[src/rtl/daf_pkg.sv]
// Shared types and defaults for the DAF audio front end.
package daf_pkg;

    localparam int SAMPLE_W_DEFAULT = 16;

    typedef enum logic [1:0] {
        IDLE,
        LEFT,
        RIGHT
    } i2s_state_t;

endpackage

[src/rtl/i2s_sync.sv]
// Two-flop synchroniser for sck/ws/sd with a registered sck rise strobe.
module i2s_sync (
    input  logic clk,
    input  logic n_rst,
    input  logic sck,
    input  logic ws,
    input  logic sd,
    output logic ws_s,
    output logic sd_s,
    output logic sck_rise
);

    logic [1:0] sck_q;
    logic [1:0] ws_q;
    logic [1:0] sd_q;
    logic       sck_d;

    // ws/sd get a third stage too, so they stay aligned with the rise strobe
    always_ff @(posedge clk or negedge n_rst) begin
        if (!n_rst) begin
            sck_q    <= '0;
            ws_q     <= '0;
            sd_q     <= '0;
            sck_d    <= 1'b0;
            sck_rise <= 1'b0;
            ws_s     <= 1'b0;
            sd_s     <= 1'b0;
        end else begin
            sck_q    <= {sck_q[0], sck};
            ws_q     <= {ws_q[0], ws};
            sd_q     <= {sd_q[0], sd};
            sck_d    <= sck_q[1];
            sck_rise <= sck_q[1] & ~sck_d;
            ws_s     <= ws_q[1];
            sd_s     <= sd_q[1];
        end
    end

endmodule

[src/rtl/i2s_rx.sv]
// I2S receiver: deserialises left/right words into one stereo frame
// per sample period, with short-word detection.
module i2s_rx
    import daf_pkg::*;
#(
    parameter int SAMPLE_W = SAMPLE_W_DEFAULT
) (
    input  logic                  clk,
    input  logic                  n_rst,
    input  logic                  en,
    input  logic                  sck,
    input  logic                  ws,
    input  logic                  serial_data_in,
    output logic [2*SAMPLE_W-1:0] parallel_i2s,
    output logic                  frame_valid,
    output logic                  len_err
);

    localparam int FRAME_W = 2 * SAMPLE_W;
    localparam int CNT_W   = $clog2(SAMPLE_W + 1);
    localparam logic [CNT_W-1:0] FULL = CNT_W'(SAMPLE_W);

    logic                ws_s;
    logic                sd_s;
    logic                sck_rise;
    logic                ws_prev;
    logic                boundary;
    logic                short_word;
    logic [CNT_W-1:0]    bit_cnt;
    logic [CNT_W-1:0]    cnt_nxt;
    logic [SAMPLE_W-1:0] shifter;
    logic [SAMPLE_W-1:0] shift_nxt;
    logic [SAMPLE_W-1:0] word;
    logic [SAMPLE_W-1:0] left_hold;
    i2s_state_t          state;

    i2s_sync u_sync (
        .clk      (clk),
        .n_rst    (n_rst),
        .sck      (sck),
        .ws       (ws),
        .sd       (serial_data_in),
        .ws_s     (ws_s),
        .sd_s     (sd_s),
        .sck_rise (sck_rise)
    );

    // The boundary bit is the LSB of the closing word, so it is shifted
    // in before the word is left-justified.
    always_comb begin
        shift_nxt = shifter;
        cnt_nxt   = bit_cnt;
        if (bit_cnt < FULL) begin
            shift_nxt = {shifter[SAMPLE_W-2:0], sd_s};
            cnt_nxt   = bit_cnt + CNT_W'(1);
        end
        word       = shift_nxt << (FULL - cnt_nxt);
        boundary   = ws_s != ws_prev;
        short_word = cnt_nxt < FULL;
    end

    always_ff @(posedge clk or negedge n_rst) begin
        if (!n_rst) begin
            state        <= IDLE;
            ws_prev      <= 1'b0;
            bit_cnt      <= '0;
            shifter      <= '0;
            left_hold    <= '0;
            parallel_i2s <= '0;
            frame_valid  <= 1'b0;
            len_err      <= 1'b0;
        end else begin
            frame_valid <= 1'b0;
            len_err     <= 1'b0;
            if (sck_rise) begin
                ws_prev <= ws_s;
            end
            if (!en) begin
                state   <= IDLE;
                shifter <= '0;
                bit_cnt <= '0;
            end else if (sck_rise) begin
                if (boundary || state == IDLE) begin
                    shifter <= '0;
                    bit_cnt <= '0;
                end else begin
                    shifter <= shift_nxt;
                    bit_cnt <= cnt_nxt;
                end
                case (state)
                    IDLE: begin
                        if (boundary && !ws_s) begin
                            state <= LEFT;
                        end
                    end
                    LEFT: begin
                        if (boundary) begin
                            left_hold <= word;
                            len_err   <= short_word;
                            state     <= RIGHT;
                        end
                    end
                    RIGHT: begin
                        if (boundary) begin
                            parallel_i2s <= FRAME_W'({left_hold, word});
                            frame_valid  <= 1'b1;
                            len_err      <= short_word;
                            state        <= LEFT;
                        end
                    end
                    default: state <= IDLE;
                endcase
            end
        end
    end

endmodule

[config.mk]
export PLATFORM = sky130hd
export DESIGN_NAME = i2s_rx
export DESIGN_NICKNAME = d
export VERILOG_FILES = /design/src/rtl/daf_pkg.sv /design/src/rtl/i2s_sync.sv /design/src/rtl/i2s_rx.sv
export SDC_FILE = /design/constraint.sdc
export NUM_CORES = 1
export LEC_CHECK = 0
export CAP_MARGIN = 5
export CORE_MARGIN = 4
export CORE_UTILIZATION = 51
export CTS_CLUSTER_SIZE = 25
export DETAILED_ROUTE_END_ITERATION = 8
export PLACE_DENSITY = 0.83
export SLEW_MARGIN = 30
export SYNTH_ARGS = -nofsm -noshare
export SYNTH_HDL_FRONTEND = slang
export SYNTH_SLANG_ARGS = --single-unit
[constraint.sdc]
create_clock -name clk -period 8.9 [get_ports clk]
set_input_delay 1.78 -clock clk [delete_from_list [all_inputs] [get_ports clk]]
set_output_delay 1.78 -clock clk [all_outputs]
set_load 0.05 [all_outputs]
==> impl_metrics.py <==
metrics = {
    "clock_network": {
        "htree_levels": 3,
        "cts_sinks": 84,
        "cts_tree": "yes",
        "cts_resized": 0,
        "root_buffer": "clkbuf_8",
        "cts_buffers": 9,
        "clk-insertion-delay-late_ns": 0.35,
        "clkTransAtPathRegs_ns": 0.08,
        "cts_buffer_depth": 2,
        "post_cts_buffers": 0,
        "cts_hold_buf": 0,
    },
    "finish": {
        "syn_to_final_growth_pct": 15.94,
        "postLayoutCoreUtil_pct": 61.20,
        "n_fill_cell": 635,
        "final_area_um2": 4778,
        "drive_gt1_share_pct": 18.04,
        "layout.nets": 397,
        "diodes": 0,
        "final_cell_mix": "83 x dfrtp_1, 39 x mux2_2, 38 x clkdlybuf4s50_1, 36 x nand2_1, 35 x mux2i_1",
        "final_common_cell": "dfrtp_1",
    },
    "sta": {
        "worst_slew_pin_slew_ns": 0.9207,
        "slew_violations": 0,
        "period_share_pct": 37.75,
        "period_needed_ns": 3.360,
        "finalSetupViolations": 0,
        "hold_viol": 0,
        "slew-limit-headroom_pct": 38.62,
        "clock-skew-final_ns": 0.008609,
        "fmax_ghz": 0.2976,
        "fin_setup_tns_ns": 0,
        "rsz0062_at_grt": "false",
    },
    "grt": {
        "grt_max_degree": 85,
        "antenna_found_initial": 0,
        "grt_pass1_vias": 2791,
        "grt_pass1_wl_um": 13340,
        "track_usage_pct": 17.02,
        "grt-ovfl-total": 0,
    },
    "worst_setup_path": {
        "crit_type": "reg -> out",
        "cp.buffers_inverters": 1,
        "reg2reg_from": "bit_cnt[4]",
        "ff2ff_path_depth": 7,
        "crit_path_end_kind": "output pin",
        "slowest_stage": "clkdlybuf4s50_1",
        "crit_fanout": 2,
        "crit_cells": 1,
        "start_kind": "flop",
        "worst_ep_arrival_time_ns": 1.58,
        "rrSetupSlack_ns": 5.79,
        "worst_r2r_endpoint": "left_hold[13]",
        "crit_chain": "clkdlybuf4s50_1",
        "slowest_delay_ns": 0.84,
        "required_ns": 7.12,
        "crit_family": "buffers and inverters",
    },
    "route": {
        "drc": 0,
        "wl_per_cell_um": 15.87,
        "drt_pass1_iterations": 4,
        "first_iter_violations": 149,
        "post_drt_via_cell_ratio": 5.629,
        "routed-via-count": 2758,
        "ant_nets": 0,
        "wirelength_um": 7776,
    },
    "synthesis": {
        "synth-compound-area-share_pct": 10.69,
        "netlist_area_um2": 4121,
        "avgSynthCellArea_um2": 11.78,
        "synthArstFlopShare_pct": 100.0,
        "yosysSeqAreaShare_pct": 51.00,
        "ys_seq_elements": 84,
        "synth_xor_area_share_pct": 3.097,
        "synth_mux_area_share_pct": 20.25,
        "synthAdderAreaFrac_pct": 2.429,
        "yosysWarningCount": 0,
        "synth_nets": 364,
        "ys.flop_type": "dfrtp_1",
        "syn_inst": 350,
        "synthSimpleGateAreaFrac_pct": 9.866,
        "synth-edff-count": 0,
        "synth_top_family_by_area": "multiplexers",
        "synth.distinct_cells": 44,
    },
    "hold_path": {
        "hold_end": "u_sync.sd_s",
        "holdCritPathClass": "reg -> reg",
        "hold_start": "u_sync.sd_q[1]",
        "min_path_cells": 0,
    },
    "power": {
        "p_leak_nw": 2.114,
        "power_density_nw_per_um2": 143.3,
        "vdd_drop_max_mv": 0.07173,
    },
    "floorplanning": {
        "die_w_um": 97.90,
        "ios": 40,
        "start_util_pct": 52.79,
        "floorplan.rows": 32,
        "die_h_um": 97.90,
        "dieArea_um2": 9583,
        "core_area_um2": 7807,
    },
    "job": {
        "max-cap-violations": 0,
    },
    "place": {
        "dpl.hpwl_um": 5562,
        "placed_area_um2": 4568,
        "io_buffers": 39,
        "gp_congestion": 0.8394,
    },
    "run_status": {
        "status": "finished clean",
    },
}
synth_stat cells, drive strengths merged, types with 2 or more instances:
master	count	area (µm²)
a21oi	5	28.78
a22o	20	175.2
a22oi	4	30.03
buf	8	46.29
clkbuf	11	41.29
dfrtp	84	2102
ha	8	100.1
inv	6	22.52
mux2	39	439.2
mux2i	35	350.3
mux4	2	45.04
nand2	36	135.1
nand2b	8	50.05
nand3	2	10.01
nand4b	2	23.77
nor2	6	22.52
nor2b	4	25.02
nor3	12	65.06
nor4	2	12.51
o211ai	2	15.01
o21ai	34	170.2
or3b	2	17.52
xnor2	5	51.30
xor2	3	52.56
final cells by class:
cell class,count,area (µm²),share of cell area (%)
flip-flops and latches,84,2103,44.02
inverters,6,22.52,0.4713
clock inverters,5,61.31,1.283
repair buffers,41,406.6,8.510
well taps,102,127.6,2.671
clock buffers,11,141.4,2.959
multi-input cells,241,1916,40.09
flip-flops by register name, indices dropped and copies added, names as in the netlist:
name,count
u_sync.ws_q,2
frame_valid,1
u_sync.sck_d,1
left_hold,16
shifter,16
u_sync.sck_q,2
u_sync.sd_s,1
state,2
u_sync.sck_rise,1
parallel_i2s,32
ws_prev,1
u_sync.sd_q,2
len_err,1
bit_cnt,5
u_sync.ws_s,1
worst max-delay path by stage:
stage | to | from | slack [ns]
finish | parallel_i2s[4] | parallel_i2s[4] | 5.54
global route | left_hold[8] | en | 5.51
CTS | left_hold[13] | bit_cnt[0] | 5.43
detailed placement | bit_cnt[0] | en | 5.17
floorplan | parallel_i2s[16] | en | 5.96
global placement | bit_cnt[0] | en | 5.12
power by group:
group          switching (mW)  internal (mW)  total (mW)
Combinational          0.0175        0.00950      0.0270
Clock                   0.132          0.138       0.270
Sequential            0.00286          0.385       0.388
Total                   0.152          0.533       0.685
cell families (layout without fill, tap and decap cells):
family / Yosys count / count (layout)
and+or+nand+nor: 80 / 80
buffers and inverters: 25 / 63
DFF: 84 / 84
muxes: 76 / 76
adders and majority gates: 8 / 8
AOI/OAI and AO/OA: 68 / 68
xor gates and xnor gates: 9 / 9
routing by layer:
layer	wire, µm	share of wire (%)	GRT usage [%]
met4	163	2.1	7.135
met3	295	3.8	2.929
met5	0	0	0
met1	3545	46	22.35
met2	3772	49	28.01
stage by stage:
stage	hold slack [ns]	setup WS [ns]	total power, mW	instances
final	0.3511	5.540	0.6849	490
after detailed placement	0.3358	5.173	0.4232	474
after global placement	0.3333	5.119	0.4221	474
after CTS	0.3543	5.432	0.6918	490
after floorplan	0.3312	5.956	0.4096	350
after global routing	0.3570	5.514	0.7103	490
Power figures use the tool's default switching activity.
